[config.mk]
export PLATFORM = sky130hd
export DESIGN_NAME = lift_call_scheduler
export DESIGN_NICKNAME = d
export VERILOG_FILES = /design/src/rtl/lift_pkg.sv /design/src/rtl/lift_scan_pick.sv /design/src/rtl/lift_call_scheduler.sv
export SDC_FILE = /design/constraint.sdc
export NUM_CORES = 1
export LEC_CHECK = 0
export ABC_AREA = 1
export ABC_CLOCK_PERIOD_IN_PS = 2400
export CAP_MARGIN = 20
export CORE_MARGIN = 2
export CORE_UTILIZATION = 45
export CTS_BUF_LIST = sky130_fd_sc_hd__clkbuf_8
export DETAILED_ROUTE_END_ITERATION = 16
export PLACE_DENSITY = 0.68
export SYNTH_ARGS = -nofsm -noshare
export SYNTH_HDL_FRONTEND = slang
export SYNTH_SLANG_ARGS = --single-unit
[constraint.sdc]
create_clock -name clk -period 2.4 [get_ports clk]
set_input_delay 0.36 -clock clk [delete_from_list [all_inputs] [get_ports clk]]
set_output_delay 0.36 -clock clk [all_outputs]
set_load 0.01 [all_outputs]
[src/rtl/lift_pkg.sv]
// lift_pkg: shared floor defaults, scheduler states and direction codes for the lift call scheduler.
package lift_pkg;
    localparam int NUM_FLOORS_DEF = 8;
    localparam int FLOOR_W_DEF = 3;
    localparam logic DIR_UP = 1'b1;
    localparam logic DIR_DOWN = 1'b0;
    typedef enum logic [2:0] {IDLE, SELECT, ISSUE, MOVE, DWELL} sched_state_t;
endpackage

[src/rtl/lift_scan_pick.sv]
// lift_scan_pick: combinational SCAN search for the nearest pending floor, preferring the current direction.
module lift_scan_pick import lift_pkg::*; #(
    parameter int NUM_FLOORS = NUM_FLOORS_DEF,
    parameter int FLOOR_W = FLOOR_W_DEF
) (
    input  logic [NUM_FLOORS-1:0] pending,
    input  logic [FLOOR_W-1:0]    cur,
    input  logic                  dir,
    output logic                  found,
    output logic [FLOOR_W-1:0]    pick,
    output logic                  dir_new
);
    logic up_ok, dn_ok, take_up;
    logic [FLOOR_W-1:0] up_f, dn_f;
    always_comb begin
        up_ok = 1'b0;
        dn_ok = 1'b0;
        up_f = '0;
        dn_f = '0;
        for (int i = NUM_FLOORS - 1; i >= 0; i--)
            if (i > int'(cur) && pending[i]) begin
                up_ok = 1'b1;
                up_f = FLOOR_W'(i);
            end
        for (int i = 0; i < NUM_FLOORS; i++)
            if (i < int'(cur) && pending[i]) begin
                dn_ok = 1'b1;
                dn_f = FLOOR_W'(i);
            end
    end
    // Reverse only when nothing remains ahead in the current direction.
    assign take_up = up_ok && (dir == DIR_UP || !dn_ok);
    assign found = up_ok || dn_ok;
    assign pick = take_up ? up_f : dn_f;
    assign dir_new = found ? (take_up ? DIR_UP : DIR_DOWN) : dir;
endmodule

[src/rtl/lift_call_scheduler.sv]
// lift_call_scheduler: SCAN call scheduler feeding Lift over valid/busy; LIFT_PARK_EN adds idle parking at PARK_F.
module lift_call_scheduler import lift_pkg::*; #(
    parameter int NUM_FLOORS = NUM_FLOORS_DEF,
    parameter int FLOOR_W = FLOOR_W_DEF,
    parameter int DWELL_CYC = 16
`ifdef LIFT_PARK_EN
    ,
    parameter int PARK_CYC = 64,
    parameter int PARK_F = 1
`endif
) (
    input  logic                  clk,
    input  logic                  rst_n,
    input  logic [FLOOR_W-1:0]    pass_f,
    input  logic [FLOOR_W-1:0]    butt_el,
    input  logic [FLOOR_W-1:0]    elev_f_i,
    input  logic                  lift_busy_i,
    output logic [FLOOR_W-1:0]    target_f_o,
    output logic                  target_vld_o,
    output logic [NUM_FLOORS-1:0] pending_o,
    output logic                  dir_o,
    output logic                  sched_busy_o
);
    localparam int DW = $clog2(DWELL_CYC + 1);
    sched_state_t state, state_nxt;
    logic [NUM_FLOORS-1:0] pending, pend_nxt, call_set, here, park_set;
    logic [FLOOR_W-1:0] tgt_nxt, pick_f;
    logic dir, dir_nxt, found, pick_dir, reopen;
    logic [DW-1:0] dwell, dwell_nxt;

    function automatic logic [NUM_FLOORS-1:0] code_bit(input logic [FLOOR_W-1:0] code);
        return (code != '0 && 32'(code) < NUM_FLOORS) ? NUM_FLOORS'(1) << code : '0;
    endfunction

    assign call_set = code_bit(pass_f) | code_bit(butt_el);
    assign here = NUM_FLOORS'(1) << elev_f_i;
    assign reopen = state == DWELL && (call_set & here) != '0;

`ifdef LIFT_PARK_EN
    localparam int PW = $clog2(PARK_CYC + 1);
    logic [PW-1:0] park_cnt;
    always_ff @(posedge clk or negedge rst_n)
        if (!rst_n)
            park_cnt <= '0;
        else if (call_set != '0 || state != IDLE || pending != '0 || 32'(elev_f_i) == PARK_F || 32'(park_cnt) == PARK_CYC)
            park_cnt <= '0;
        else
            park_cnt <= park_cnt + 1'b1;
    assign park_set = 32'(park_cnt) == PARK_CYC ? NUM_FLOORS'(1) << PARK_F : '0;
`else
    assign park_set = '0;
`endif

    lift_scan_pick #(.NUM_FLOORS(NUM_FLOORS), .FLOOR_W(FLOOR_W)) u_pick (
        .pending(pending),
        .cur(elev_f_i),
        .dir(dir),
        .found(found),
        .pick(pick_f),
        .dir_new(pick_dir)
    );

    always_comb begin
        state_nxt = state;
        tgt_nxt = target_f_o;
        dir_nxt = dir;
        dwell_nxt = dwell;
        pend_nxt = pending | call_set | park_set;
        case (state)
            IDLE: state_nxt = pending != '0 ? SELECT : IDLE;
            SELECT: begin
                if ((pending & here) != '0) begin
                    pend_nxt = pend_nxt & ~here;
                    dwell_nxt = DW'(DWELL_CYC - 1);
                    state_nxt = DWELL;
                end else if (found) begin
                    tgt_nxt = pick_f;
                    dir_nxt = pick_dir;
                    state_nxt = ISSUE;
                end else
                    state_nxt = IDLE;
            end
            ISSUE: state_nxt = lift_busy_i ? MOVE : ISSUE;
            MOVE: begin
                if (!lift_busy_i) begin
                    pend_nxt = pend_nxt & ~here;
                    dwell_nxt = DW'(DWELL_CYC - 1);
                    state_nxt = DWELL;
                end
            end
            DWELL: begin
                // Doors are open here, so a call for this floor is served instantly and reopens them.
                pend_nxt = pend_nxt & ~here;
                dwell_nxt = reopen ? DW'(DWELL_CYC - 1) : dwell - 1'b1;
                state_nxt = !reopen && dwell == '0 ? SELECT : DWELL;
            end
            default: state_nxt = IDLE;
        endcase
    end

    always_ff @(posedge clk or negedge rst_n)
        if (!rst_n) begin
            state <= IDLE;
            pending <= '0;
            target_f_o <= '0;
            dir <= DIR_UP;
            dwell <= '0;
        end else begin
            state <= state_nxt;
            pending <= pend_nxt;
            target_f_o <= tgt_nxt;
            dir <= dir_nxt;
            dwell <= dwell_nxt;
        end

    assign target_vld_o = state == ISSUE;
    assign pending_o = pending;
    assign dir_o = dir;
    assign sched_busy_o = state != IDLE || pending != '0;
endmodule

==> key figures <==
Placed design
  – DP HPWL: 2.819 mm
  – Port Buffers: 25
  – Cell Area, Placed: 1862 µm²
  – Setup Slack @ Placement: a little over 0.2 ns
  – GP Congestion: 0.8757

Critical path
  – Largest stage delay, worst path: 0.49 ns
  – CP arrival: between 1.5 and 2 ns
  – CP Cell Sequence: nor2_1 > nand3_1 > nor4_2 > nand3_1 > clkdlybuf4s50_1
  – CP most frequent cell: nand3_1
  – Crit end category: output pin
  – Startpoint class of the critical path: flop
  – Worst path top cell family by delay: simple AND/OR/NAND/NOR gates
  – Crit path kind: reg -> out
  – Slowest-stage cell, CP: clkdlybuf4s50_1
  – Worst-path fanout max: 6
  – CP required: 2.04 ns
  – CP Buf/Inv Count: 1

Floorplanning
  – Die Y: around 63 µm
  – Die Wd: 62.55 µm
  – FP Rows: 21
  – Starting Density: 46.60%
  – Core area: 3311 µm²
  – Die area: 3913 µm²
  – Ports: 26

Clock tree
  – Skew-Pair Late Insertion Delay: ~0.26 ns
  – Root Buffer: clkbuf_8
  – Clock sink total: 20
  – Clock slew at reported path FFs: around 0.080 ns
  – Total CTS buffers: 3
  – Clk buf depth: 2
  – H-Tree Level Count: 1
  – CTS Hold Buffers Added: 0
  – CTS tree: yes

Timing
  – Min Clock Period, post-route: 2.175 ns
  – RSZ-0062 raised after global routing: no
  – Endpoints failing hold: 0
  – Setup ws final: roughly 0.22 ns
  – Slew of the pin with the lowest slew margin: 0.3642 ns
  – Setup TNS: 0 ns
  – Crit share post-route: 90.64%
  – Hold Worst Slack: ~0.43 ns
  – Max Freq: 0.4597 GHz
  – Headroom to the max-slew limit: 75.46%
  – Finish-stage setup viols: 0
  – Final Skew: between 0.003 and 0.004 ns
  – Count of final max-slew check failures: 0

Synthesis
  – Syn Nets: 257
  – Post-synthesis cell area: ~1500 µm²
  – Post-synthesis sequential area ratio: 32.52%
  – Synth cell types: 29
  – Syn avg cell area: 6.349 µm²
  – Synth Warn #: 0
  – Flops & latches, synth: 20
  – Synthesized instance count: between 200 and 250

Power
  – Design Power: 1.761 mW
  – Power per cell area: 915.8 nW/µm²
  – Peak VDD IR: just under 600 µV
  – Pleak: 0.9767 nW

Drt
  – 1st-iter DRT viols: 79
  – Routed WL: 3.427 mm
  – Via count: 1544
  – Final ANT Viol Nets: 0
  – Vias per inst: 4.825
  – Wire per inst: between 10 and 15 µm
  – DRC viols: 0
  – First drt pass iteration count: 5

Global route
  – Vias in the first global route: ~1400
  – First-pass GRT wire length: about 6.2 mm
  – GRT overflow: 0
  – Largest net degree at the start of global routing: 21
  – Initial antenna violation count: 0
  – GRT Total Usage: 19.45%

Finish
  – Most common cell after layout, fill and taps aside: nand2_1
  – Most frequent cells in the layout: 80 x nand2_1, 36 x inv_1, 28 x nand3_1, 25 x clkdlybuf4s50_1, 19 x dfrtp_1
  – Post-route cell area: just under 2000 µm²
  – Area growth, synth to finish: 24.65%
  – Fraction of layout cells with a size suffix above 1: 12.77%
  – Ant diodes: 0
  – Nets: 289

Worst hold path
  – Hold Crit Class: in -> async

Status
  – Status: complete, no violations

Run
  – MaxCap Viol Count: 0
==> repair_timing <==
action                     4_1_cts  5_1_grt
setup buffers                    0        0
setup endpoints to repair        0        1
resized for setup                0        1
==> flip-flops by register name (all words and copies together) (netlist names), named ones only <==
register and cells:
dir_o 1, dwell 5, pending_o 7, state 3, target_f_o 3
==> cells in the mapped netlist (all sizes together) <==
cell	instances	area, µm²
a21boi	1	7.510
a21oi	3	15.01
a31oi	1	6.260
buf	1	11.26
dfrtp	19	475.5
dfstp	1	26.28
ha	2	25.02
inv	44	167.7
nand2	85	336.6
nand3	30	160.2
nand4	1	6.260
nor2	24	115.1
nor3	3	20.02
nor4	1	6.260
o21ai	17	92.59
o22ai	6	37.54
o31ai	1	7.510
xnor2	1	8.760
xor2	2	17.52
==> where the power goes <==
group          leakage, nW  internal (mW)  switching (mW)
logic                0.730          0.392           0.506
registers            0.218          0.469           0.134
clock network       0.0288          0.146           0.113
total                0.977           1.01           0.753
==> path summary, 6_finish.rpt <==
| kind | end | cells past startpoint | start | slack (ns) |
|---|---|---|---|---|
| min | pending_o[5]$_DFF_PN0_ | 2 | rst_n | 0.43 |
| min in group clk | target_f_o[0]$_DFFE_PN0P_ | 2 | target_f_o[0]$_DFFE_PN0P_ | 0.48 |
| max | sched_busy_o | 5 | pending_o[2]$_DFF_PN0_ | 0.22 |
| max reg2reg | dwell[1]$_DFFE_PN0P_ | 9 | pending_o[7]$_DFF_PN0_ | 0.90 |
| max in group asynchronous | dir_o$_DFFE_PN1P_ | 2 | rst_n | 1.69 |
| min reg2reg | target_f_o[0]$_DFFE_PN0P_ | 2 | target_f_o[0]$_DFFE_PN0P_ | 0.48 |
==> layout make-up <==
class / instances / area [µm²]
tap: 46 / 57.56
inverter: 44 / 167.7
sequential: 20 / 501.7
timing repair buffer: 28 / 272.8
clock buffer: 4 / 55.05
fill: 341 / 1388
multi-input combinational: 178 / 868.3
==> worst register-to-register path: stages, from the launching register on <==
cell,delay [ns]
dfrtp_1,0.40
buf_4,0.16
nand2_1,0.05
o21ai_0,0.07
nor2_1,0.18
nand3_2,0.16
nand2_4,0.16
inv_4,0.07
o21ai_2,0.11
inv_1,0.04
==> through the flow <==
stage | utilization (%) | instances
3_5_place_dp | 56.24 | 316
5_1_grt | 58.09 | 320
2_1_floorplan | - | 243
4_1_cts | 57.90 | 320
3_3_place_gp | 56.24 | 316
6_report | 58.09 | 320
==> cells by family after synthesis <==
kind of cell / synth area share [%]
flip-flops: 32.52
buffers and inverters: 11.60
XOR/XNOR: 1.703
AND/OR/NAND/NOR: 41.77
AO/OA/AOI/OAI: 10.79
adder cells (fa/ha/maj): 1.622
==> layer usage <==
metal	share of wire, %	vias up	track usage, %
met5	0	-	0
met4	1.2	0	3.333
met3	3.3	4	3.423
met2	45	26	31.32
met1	51	688	27.74
li1	-	826	-
Note: power is estimated with default switching activity, not from simulation.
